[config.mk]
export PLATFORM = sky130hd
export DESIGN_NAME = wfm_loader
export DESIGN_NICKNAME = d
export VERILOG_FILES = /design/src/rtl/wfm_loader_pkg.sv /design/src/rtl/wfm_loader.sv
export SDC_FILE = /design/constraint.sdc
export NUM_CORES = 1
export LEC_CHECK = 0
export BUFFER_PORTS_ARGS = -buffer_cell sky130_fd_sc_hd__buf_2
export CAP_MARGIN = 10
export CELL_PAD_IN_SITES_DETAIL_PLACEMENT = 1
export CELL_PAD_IN_SITES_GLOBAL_PLACEMENT = 1
export CORE_MARGIN = 4
export CORE_UTILIZATION = 37
export CTS_CLUSTER_DIAMETER = 50
export CTS_CLUSTER_SIZE = 8
export DETAILED_ROUTE_END_ITERATION = 16
export GPL_TIMING_DRIVEN = 0
export PLACE_DENSITY_LB_ADDON = 0.1
export SLEW_MARGIN = 20
export SYNTH_ARGS = -nofsm -noshare
export SYNTH_HDL_FRONTEND = slang
export SYNTH_SLANG_ARGS = --single-unit
[constraint.sdc]
create_clock -name clk -period 2.05 [get_ports clk]
set_clock_uncertainty 0.2 [all_clocks]
set_input_delay 0.1025 -clock clk [delete_from_list [all_inputs] [get_ports clk]]
set_output_delay 0.1025 -clock clk [all_outputs]
set_load 0.1 [all_outputs]
[src/rtl/wfm_loader_pkg.sv]
// Shared definitions for the dds waveform-table loader: FSM states and the
// table-address width helper also used by the dds block.
package wfm_loader_pkg;

  typedef enum logic [1:0] {
    ST_IDLE  = 2'd0,
    ST_LOAD  = 2'd1,
    ST_DRAIN = 2'd2
  } wfm_state_e;

  // Address width for a table of the given depth (minimum of one bit).
  function automatic int unsigned tbl_aw(input int unsigned depth);
    return (depth > 1) ? $clog2(depth) : 1;
  endfunction

endpackage

[src/rtl/wfm_loader.sv]
// Streams one frame of samples into the dds waveform table starting at a
// programmable address, checking the frame length against the programmed count.
module wfm_loader
  import wfm_loader_pkg::*;
#(
  parameter  int unsigned DEPTH = 1024,
  parameter  int unsigned OW    = 24,
  localparam int unsigned AW    = tbl_aw(DEPTH)
) (
  input  logic          clk,
  input  logic          rst,
  input  logic          start,
  input  logic [AW-1:0] start_addr,
  input  logic [AW:0]   load_len,
  input  logic          s_valid,
  output logic          s_ready,
  input  logic [OW-1:0] s_data,
  input  logic          s_last,
  output logic          wfm_wea,
  output logic [AW-1:0] wfm_waddr,
  output logic [OW-1:0] wfm_din,
  output logic          busy,
  output logic          done,
  output logic          err_short,
  output logic          err_long,
  output logic          err_len,
  output logic [AW:0]   count
);

  localparam logic [AW:0] LEN_MAX = (AW+1)'(DEPTH);
  localparam logic [AW:0] LEN_ONE = (AW+1)'(1);

  wfm_state_e    r_state, w_state_nxt;
  logic [AW-1:0] r_addr, w_addr_nxt;
  logic [AW:0]   r_rem, w_rem_nxt;
  logic [AW:0]   r_count, w_count_nxt;
  logic          r_s_ready, r_busy;
  logic          r_wea, w_wea_nxt;
  logic [AW-1:0] r_waddr, w_waddr_nxt;
  logic [OW-1:0] r_din, w_din_nxt;
  logic          r_done, w_done_nxt;
  logic          r_err_short, w_err_short_nxt;
  logic          r_err_long, w_err_long_nxt;
  logic          r_err_len, w_err_len_nxt;
  logic          w_accept;

  assign w_accept = s_valid && r_s_ready;

  // State and datapath registers; reset leaves table contents untouched.
  always_ff @(posedge clk) begin
    if (rst) begin
      r_state     <= ST_IDLE;
      r_addr      <= '0;
      r_rem       <= '0;
      r_count     <= '0;
      r_s_ready   <= 1'b0;
      r_busy      <= 1'b0;
      r_wea       <= 1'b0;
      r_waddr     <= '0;
      r_din       <= '0;
      r_done      <= 1'b0;
      r_err_short <= 1'b0;
      r_err_long  <= 1'b0;
      r_err_len   <= 1'b0;
    end else begin
      r_state     <= w_state_nxt;
      r_addr      <= w_addr_nxt;
      r_rem       <= w_rem_nxt;
      r_count     <= w_count_nxt;
      r_s_ready   <= (w_state_nxt != ST_IDLE);
      r_busy      <= (w_state_nxt != ST_IDLE);
      r_wea       <= w_wea_nxt;
      r_waddr     <= w_waddr_nxt;
      r_din       <= w_din_nxt;
      r_done      <= w_done_nxt;
      r_err_short <= w_err_short_nxt;
      r_err_long  <= w_err_long_nxt;
      r_err_len   <= w_err_len_nxt;
    end
  end

  // Next-state, counters and write-port outputs.
  always_comb begin
    w_state_nxt     = r_state;
    w_addr_nxt      = r_addr;
    w_rem_nxt       = r_rem;
    w_count_nxt     = r_count;
    w_wea_nxt       = 1'b0;
    w_waddr_nxt     = r_waddr;
    w_din_nxt       = r_din;
    w_done_nxt      = 1'b0;
    w_err_short_nxt = 1'b0;
    w_err_long_nxt  = 1'b0;
    w_err_len_nxt   = 1'b0;

    case (r_state)
      ST_IDLE: begin
        if (start) begin
          if ((load_len == '0) || (load_len > LEN_MAX)) begin
            w_err_len_nxt = 1'b1;
          end else begin
            w_state_nxt = ST_LOAD;
            w_addr_nxt  = start_addr;
            w_rem_nxt   = load_len;
            w_count_nxt = '0;
          end
        end
      end

      ST_LOAD: begin
        if (w_accept) begin
          w_wea_nxt   = 1'b1;
          w_waddr_nxt = r_addr;
          w_din_nxt   = s_data;
          // Power-of-two depth: natural overflow wraps DEPTH-1 back to 0.
          w_addr_nxt  = r_addr + AW'(1);
          w_count_nxt = r_count + LEN_ONE;
          w_rem_nxt   = r_rem - LEN_ONE;
          if (r_rem == LEN_ONE) begin
            if (s_last) begin
              w_done_nxt  = 1'b1;
              w_state_nxt = ST_IDLE;
            end else begin
              w_err_long_nxt = 1'b1;
              w_state_nxt    = ST_DRAIN;
            end
          end else if (s_last) begin
            w_err_short_nxt = 1'b1;
            w_state_nxt     = ST_IDLE;
          end
        end
      end

      ST_DRAIN: begin
        if (w_accept && s_last) begin
          w_state_nxt = ST_IDLE;
        end
      end

      default: begin
        w_state_nxt = ST_IDLE;
      end
    endcase
  end

  assign s_ready   = r_s_ready;
  assign busy      = r_busy;
  assign wfm_wea   = r_wea;
  assign wfm_waddr = r_waddr;
  assign wfm_din   = r_din;
  assign done      = r_done;
  assign err_short = r_err_short;
  assign err_long  = r_err_long;
  assign err_len   = r_err_len;
  assign count     = r_count;

endmodule

* Word-level counts from Yosys, hierarchy flattened
Cells that the tools add are included.
Operators by class: reduce and logical (&&, ||, !) cells 13, mux-type cells 24, magnitude comparators 1, equality and inequality tests 6, bitwise gates (word level) 5, add/sub/neg operators 3
Operator list (count):
- $mux 11 | 6
- $pmux 11 s2 | 2
- $mux 10 | 3
- $pmux 10 s2 | 1
- $mux 2 | 7
- $add 11x1->11 const B | 1
- $eq 11x1->1 const B | 1
- $gt 11x11->1 const B | 1
- $logic_not 11->1 | 1
- $sub 11x1->11 const B | 1
- $add 10x1->10 const B | 1
- $reduce_or 4->1 | 2
- $ne 2x2->1 const B | 3
- $pmux 2 s3 | 1
- $not 1->1 | 5
- $mux 1 | 4
- $reduce_and 4->1 | 1
- $reduce_bool 2->1 | 2
- $reduce_or 3->1 | 1
- $eq 2x1->1 const B | 1
- $eq 2x2->1 const B | 1
- $logic_and 1x1->1 | 2
- $logic_not 2->1 | 1
- $reduce_and 2->1 | 1
- 2 further kinds | 2
Word-level totals: bits in registers 74, input bits 50, output and inout port bits 52, logic and storage cells 64

* Depth between registers and ports, before layout
word-level depth 6, depth in mapped cells 8, gate-level depth less buffers 7

* Least setup slack after synthesis
No wires, ideal clock.
path type flip-flop to flip-flop, from register, netlist name busy, to register r_rem[3], setup time 132 ps, buffers on the path 1, cell stages (with the launch flop) 6, arrival 2166 ps, slack -448 ps, data required time 1718 ps, period minus slack after synthesis 2498 ps, cells stage by stage dfxtp_1 nand4b_1 clkbuf_1 or4_2 o211ai_1 a21oi_1
RTL lines:
- end signal, assigned | RTL line wfm_loader.sv:68 | r_rem <= w_rem_nxt;
- end, declared | RTL line wfm_loader.sv:35 | logic [AW:0] r_rem, w_rem_nxt;

* Final worst setup path
from register r_rem[0], to register r_rem[7]
On the way: cells in the longest elaborated chain, start to end 3
RTL lines:
- $sub 11x1->11 | RTL line wfm_loader.sv:118 | w_rem_nxt = r_rem - LEN_ONE;
- $mux 11 | RTL line wfm_loader.sv:111 | if (w_accept) begin
- $pmux 11 s2 | RTL line wfm_loader.sv:96 | case (r_state)
Every way passes these cells. The select of a mux whose other input is x is not followed. A chain may end at the register's enable or synchronous reset.

==> impl_results.html <==
<table>
<tr><th>Metric</th><th>Value</th></tr>
<tr><th colspan="2">Power and ir drop</th></tr>
<tr><td>Net switching component of the power</td><td>roughly 0.99 mW</td></tr>
<tr><td>Part of the total power dissipated in sequential elements</td><td>0.458</td></tr>
<tr><td>Pint</td><td>2.32 mW</td></tr>
<tr><td>Proportion of power drawn by the clock network</td><td>0.361</td></tr>
<tr><td>Combinational cell fraction of total power</td><td>0.181</td></tr>
<tr><td>Leakage power of the design</td><td>1.98 nW</td></tr>
<tr><td>Maximum VDD drop</td><td>0.378 mV</td></tr>
<tr><td>Ratio of total power to cell area</td><td>686 nW/um^2</td></tr>
<tr><td>Switching part of the total</td><td>0.300</td></tr>
<tr><th colspan="2">Placement</th></tr>
<tr><td>Setup slack at placement</td><td>-293 ps</td></tr>
<tr><td>Total of buffers placed on input and output ports</td><td>100</td></tr>
<tr><td>GP Congestion</td><td>0.839</td></tr>
<tr><td>Total cell area at the placement stage</td><td>slightly above 4000 um^2</td></tr>
<tr><td>Post-detail-place hpwl</td><td>8.32 mm</td></tr>
<tr><th colspan="2">Drt</th></tr>
<tr><td>Number of vias after detailed routing</td><td>3746</td></tr>
<tr><td>Starting DRC count in detailed routing</td><td>116</td></tr>
<tr><td>Post-DRT Antenna Nets</td><td>0</td></tr>
<tr><td>Detailed-routing iteration count for the pre-antenna-repair pass</td><td>4</td></tr>
<tr><td>Via/cell ratio</td><td>5.31</td></tr>
<tr><td>Wirelength, routed</td><td>12.3 mm</td></tr>
<tr><td>Routed len/inst</td><td>around 17 um</td></tr>
<tr><td>Final routed DRC violation total</td><td>0</td></tr>
<tr><th colspan="2">Logic synthesis</th></tr>
<tr><td>Synth top cells by count</td><td>sky130_fd_sc_hd__nand2_1 (101), sky130_fd_sc_hd__dfxtp_1 (74), sky130_fd_sc_hd__a21oi_1 (68)</td></tr>
<tr><td>Largest cells by area after synthesis</td><td>sky130_fd_sc_hd__dfxtp_1 (44%), sky130_fd_sc_hd__nand2_1 (11%), sky130_fd_sc_hd__a21oi_1 (10%)</td></tr>
<tr><td>Warnings, synthesis</td><td>0</td></tr>
<tr><td>Async set-reset flop share out of synthesis</td><td>0</td></tr>
<tr><td>Total of flip-flops plus latches after synthesis</td><td>74</td></tr>
<tr><td>Summed instance area of the synthesized netlist</td><td>3400 um^2</td></tr>
<tr><td>Post-synthesis average cell area</td><td>7.84 um^2</td></tr>
<tr><td>Dominant cell type by area after synthesis</td><td>sky130_fd_sc_hd__dfxtp_1</td></tr>
<tr><td>Number of synthesized flops with an enable pin</td><td>0</td></tr>
<tr><td>Flip-flop cell with the highest count after synthesis</td><td>sky130_fd_sc_hd__dfxtp_1</td></tr>
<tr><td>Leading cell type by number of instances after synthesis</td><td>sky130_fd_sc_hd__nand2_1</td></tr>
<tr><td>Number of nets produced by synthesis</td><td>488</td></tr>
<tr><td>Sequential area share after synthesis</td><td>0.435</td></tr>
<tr><td>Synthesized-area fraction occupied by and/or/nand/nor cells</td><td>0.284</td></tr>
<tr><td>Portion of netlist area occupied by mux cells</td><td>0.00588</td></tr>
<tr><td>Synthesized netlist cell count</td><td>434</td></tr>
<tr><td>Post-synth cell types</td><td>52</td></tr>
<tr><td>Top cell type's share of synthesized area</td><td>0.435</td></tr>
<tr><td>Main combinational cell family by area after synthesis</td><td>simple AND/OR/NAND/NOR gates</td></tr>
<tr><td>Area fraction in compound gates after synthesis</td><td>0.211</td></tr>
<tr><td>Xor-xnor portion of the synthesized cell area</td><td>0.00257</td></tr>
<tr><td>Post-synthesis share of cell area spent on full adders, half adders and majority gates</td><td>0.0147</td></tr>
<tr><th colspan="2">Setup path</th></tr>
<tr><td>Type of destination of the critical path</td><td>register</td></tr>
<tr><td>Arr. time, crit path</td><td>between 2000 and 2500 ps</td></tr>
<tr><td>Worst-case reg-to-reg path depth</td><td>5</td></tr>
<tr><td>R2r setup slk</td><td>20 ps</td></tr>
<tr><td>Startpoint of the most critical register-to-register path</td><td>r_rem[0]$_SDFFE_PP0P_</td></tr>
<tr><td>Reg-to-reg endpoint</td><td>r_rem[7]$_SDFFE_PP0P_</td></tr>
<tr><td>Startpoint type of the worst setup path</td><td>register</td></tr>
<tr><td>Crit path kind</td><td>register to register</td></tr>
<tr><td>WP data required</td><td>2130 ps</td></tr>
<tr><td>Max Fanout on Critical Path</td><td>5</td></tr>
<tr><th colspan="2">Clock tree</th></tr>
<tr><td>Library cell used as clock root buffer</td><td>sky130_fd_sc_hd__clkbuf_8</td></tr>
<tr><td>CTS buffer count</td><td>9</td></tr>
<tr><td>Clock Tree Buf Depth</td><td>2</td></tr>
<tr><td>TritonCTS clock tree</td><td>built</td></tr>
<tr><td>H-Tree Level Count</td><td>3</td></tr>
<tr><td>Latest clock arrival within the worst-skew pair</td><td>350 ps</td></tr>
<tr><td>Clk sink count</td><td>74</td></tr>
<tr><td>CTS clk-pin slew, worst paths</td><td>80 ps</td></tr>
<tr><th colspan="2">Worst hold path</th></tr>
<tr><td>Class of the tightest hold or removal check</td><td>input port to register</td></tr>
<tr><td>Hold EP</td><td>r_rem[10]$_SDFFE_PP0P_</td></tr>
<tr><td>Hold Path Cell Cnt</td><td>5</td></tr>
<tr><td>Startpoint of the lowest-slack hold path</td><td>load_len[10]</td></tr>
<tr><th colspan="2">Finish</th></tr>
<tr><td>Fraction of layout cells with a size suffix above 1</td><td>0.283</td></tr>
<tr><td>Final antenna diode count</td><td>0</td></tr>
<tr><td>Fill cell total of the finished layout</td><td>1116</td></tr>
<tr><td>Final design instance area without fill</td><td>4820 um^2</td></tr>
<tr><td>Final nets</td><td>647</td></tr>
<tr><td>Growth of design area from synthesis to finish</td><td>41.6%</td></tr>
<tr><th colspan="2">Timing</th></tr>
<tr><td>Post-layout worst setup margin</td><td>24.5 ps</td></tr>
<tr><td>Maximum clock frequency</td><td>494 MHz</td></tr>
<tr><td>Post-route fraction of the period consumed by the critical path</td><td>0.988</td></tr>
<tr><td>Unrepaired setup endpoints after global routing</td><td>true</td></tr>
<tr><td>Setup violators final</td><td>0</td></tr>
<tr><td>Number of max-slew violations in the final report</td><td>0</td></tr>
<tr><td>Count of endpoints failing hold in the final timing report</td><td>0</td></tr>
<tr><td>Transition at the pin with the smallest max-transition slack</td><td>about 640 ps</td></tr>
<tr><td>Final period demand of the worst path</td><td>2030 ps</td></tr>
<tr><td>Worst slew margin relative to its limit</td><td>0.571</td></tr>
<tr><th colspan="2">Die</th></tr>
<tr><td>Die Area</td><td>10800 um^2</td></tr>
<tr><td>DIE HEIGHT</td><td>104 um</td></tr>
<tr><td>Die span in x</td><td>104 um</td></tr>
<tr><td>Boundary pin count</td><td>between 100 and 150</td></tr>
<tr><td>Initial core utilization</td><td>0.385</td></tr>
<tr><td>Core Footprint</td><td>8850 um^2</td></tr>
<tr><td>Site row count</td><td>34</td></tr>
<tr><th colspan="2">Status</th></tr>
<tr><td>Run status</td><td>completed</td></tr>
<tr><th colspan="2">Global route</th></tr>
<tr><td>Wire length of the first global-routing pass</td><td>20.0 mm</td></tr>
<tr><td>GRT Residual Overflow</td><td>0</td></tr>
<tr><td>Number of global-route vias before repair</td><td>3976</td></tr>
<tr><td>Antenna violations before repair</td><td>0</td></tr>
<tr><td>Pin count of the biggest net entering global routing</td><td>14</td></tr>
<tr><td>Overall global routing resource usage</td><td>0.226</td></tr>
<tr><th colspan="2">Run</th></tr>
<tr><td>Number of maximum-capacitance constraint violations</td><td>0</td></tr>
</table>
## cells by family after synthesis
group,count (synthesis)
flip-flops,74
adder cells (fa/ha/maj),4
AND/OR/NAND/NOR,199
XOR/XNOR,1
AO/OA/AOI/OAI,118
multiplexers,2
buffers and inverters,36
## registers in the layout, indices dropped and copies added (netlist names)
name,flops
wfm_din,24
count,11
r_rem,11
r_addr,10
wfm_waddr,10
r_state,2
busy,1
done,1
err_len,1
err_long,1
err_short,1
wfm_wea,1
## layout make-up
cell class	instances	area, um^2	area share
sequential	74	1500	0.310
inverter	5	18.8	0.00389
timing repair buffer	148	993	0.206
multi-input combinational	324	1800	0.374
clock inverter	6	65.1	0.0135
tap	108	135	0.0280
buffer	31	173	0.0358
clock buffer	10	138	0.0285
## worst max path at each step
stage | endpoint | startpoint | cells past startpoint
detailed placement | count[8]$_SDFFE_PP0P_ | r_state[1]$_SDFF_PP0_ | 6
floorplan | count[10]$_SDFFE_PP0P_ | count[8]$_SDFFE_PP0P_ | 5
global placement | count[8]$_SDFFE_PP0P_ | r_state[1]$_SDFF_PP0_ | 6
CTS | count[1]$_SDFFE_PP0P_ | r_state[0]$_SDFF_PP0_ | 7
finish | r_rem[7]$_SDFFE_PP0P_ | r_rem[0]$_SDFFE_PP0P_ | 5
global route | r_rem[7]$_SDFFE_PP0P_ | r_rem[0]$_SDFFE_PP0P_ | 5
## power groups by stage
stage	logic, mW	clock network (mW)	registers [mW]
3_5_place_dp	0.493	0	1.55
5_1_grt	0.647	1.28	1.52
4_1_cts	0.573	1.21	1.51
3_3_place_gp	0.483	0	1.54
2_1_floorplan	0.270	0	1.60
6_report	0.599	1.19	1.51
## what timing repair did
action                                 4_1_cts  5_1_grt
resized for setup                           12       19
hold buffers                                46        0
buffers inserted                             0        1
endpoints found under the hold margin       48        0
setup endpoints to repair                   57       47
gates cloned                                 0        1
pin swaps                                    1        2
## per-stage QoR
step	std cells	utilization	hold WS [ps]	TNS [ps]	power (mW)
3_5_place_dp	642	0.458	120	-5310	2.04
4_1_cts	704	0.536	1.23	0	3.30
6_report	706	0.545	14.8	0	3.31
2_1_floorplan	434	-	-20.3	0	1.87
5_1_grt	706	0.545	13.5	-67.4	3.45
3_3_place_gp	642	0.458	114	-2780	2.03
## metal layers
layer | global-route usage | part of all wire | vias up
met4 | 0.0598 | 0.014 | 0
met2 | 0.400 | 0.50 | 81
met3 | 0.0528 | 0.043 | 14
li1 | - | - | 1839
met1 | 0.274 | 0.44 | 1812
met5 | 0 | 0 | -
## critical path, stage by stage, from the launching register on
cell                       delay (ps)
sky130_fd_sc_hd__dfxtp_2          350
sky130_fd_sc_hd__or4_4            570
sky130_fd_sc_hd__or3_4            370
sky130_fd_sc_hd__o311ai_1         230
sky130_fd_sc_hd__mux2i_1          130
sky130_fd_sc_hd__nor2_1           110
## cell usage in the layout (no fill, tap or decap), types with 10 or more instances in the layout
cell type | netlist | routed
sky130_fd_sc_hd__buf_2 | 6 | 105
sky130_fd_sc_hd__nand2_1 | 101 | 101
sky130_fd_sc_hd__a21oi_1 | 68 | 67
sky130_fd_sc_hd__dfxtp_1 | 74 | 64
sky130_fd_sc_hd__dlygate4sd3_1 | 0 | 46
sky130_fd_sc_hd__nor2_1 | 27 | 27
sky130_fd_sc_hd__o21ai_0 | 16 | 16
sky130_fd_sc_hd__nand2b_1 | 11 | 11
sky130_fd_sc_hd__clkbuf_1 | 19 | 10
sky130_fd_sc_hd__clkbuf_2 | 0 | 10
sky130_fd_sc_hd__nor3_1 | 10 | 10
sky130_fd_sc_hd__clkbuf_8 | 0 | 10
(Power assumes the default switching activity.)
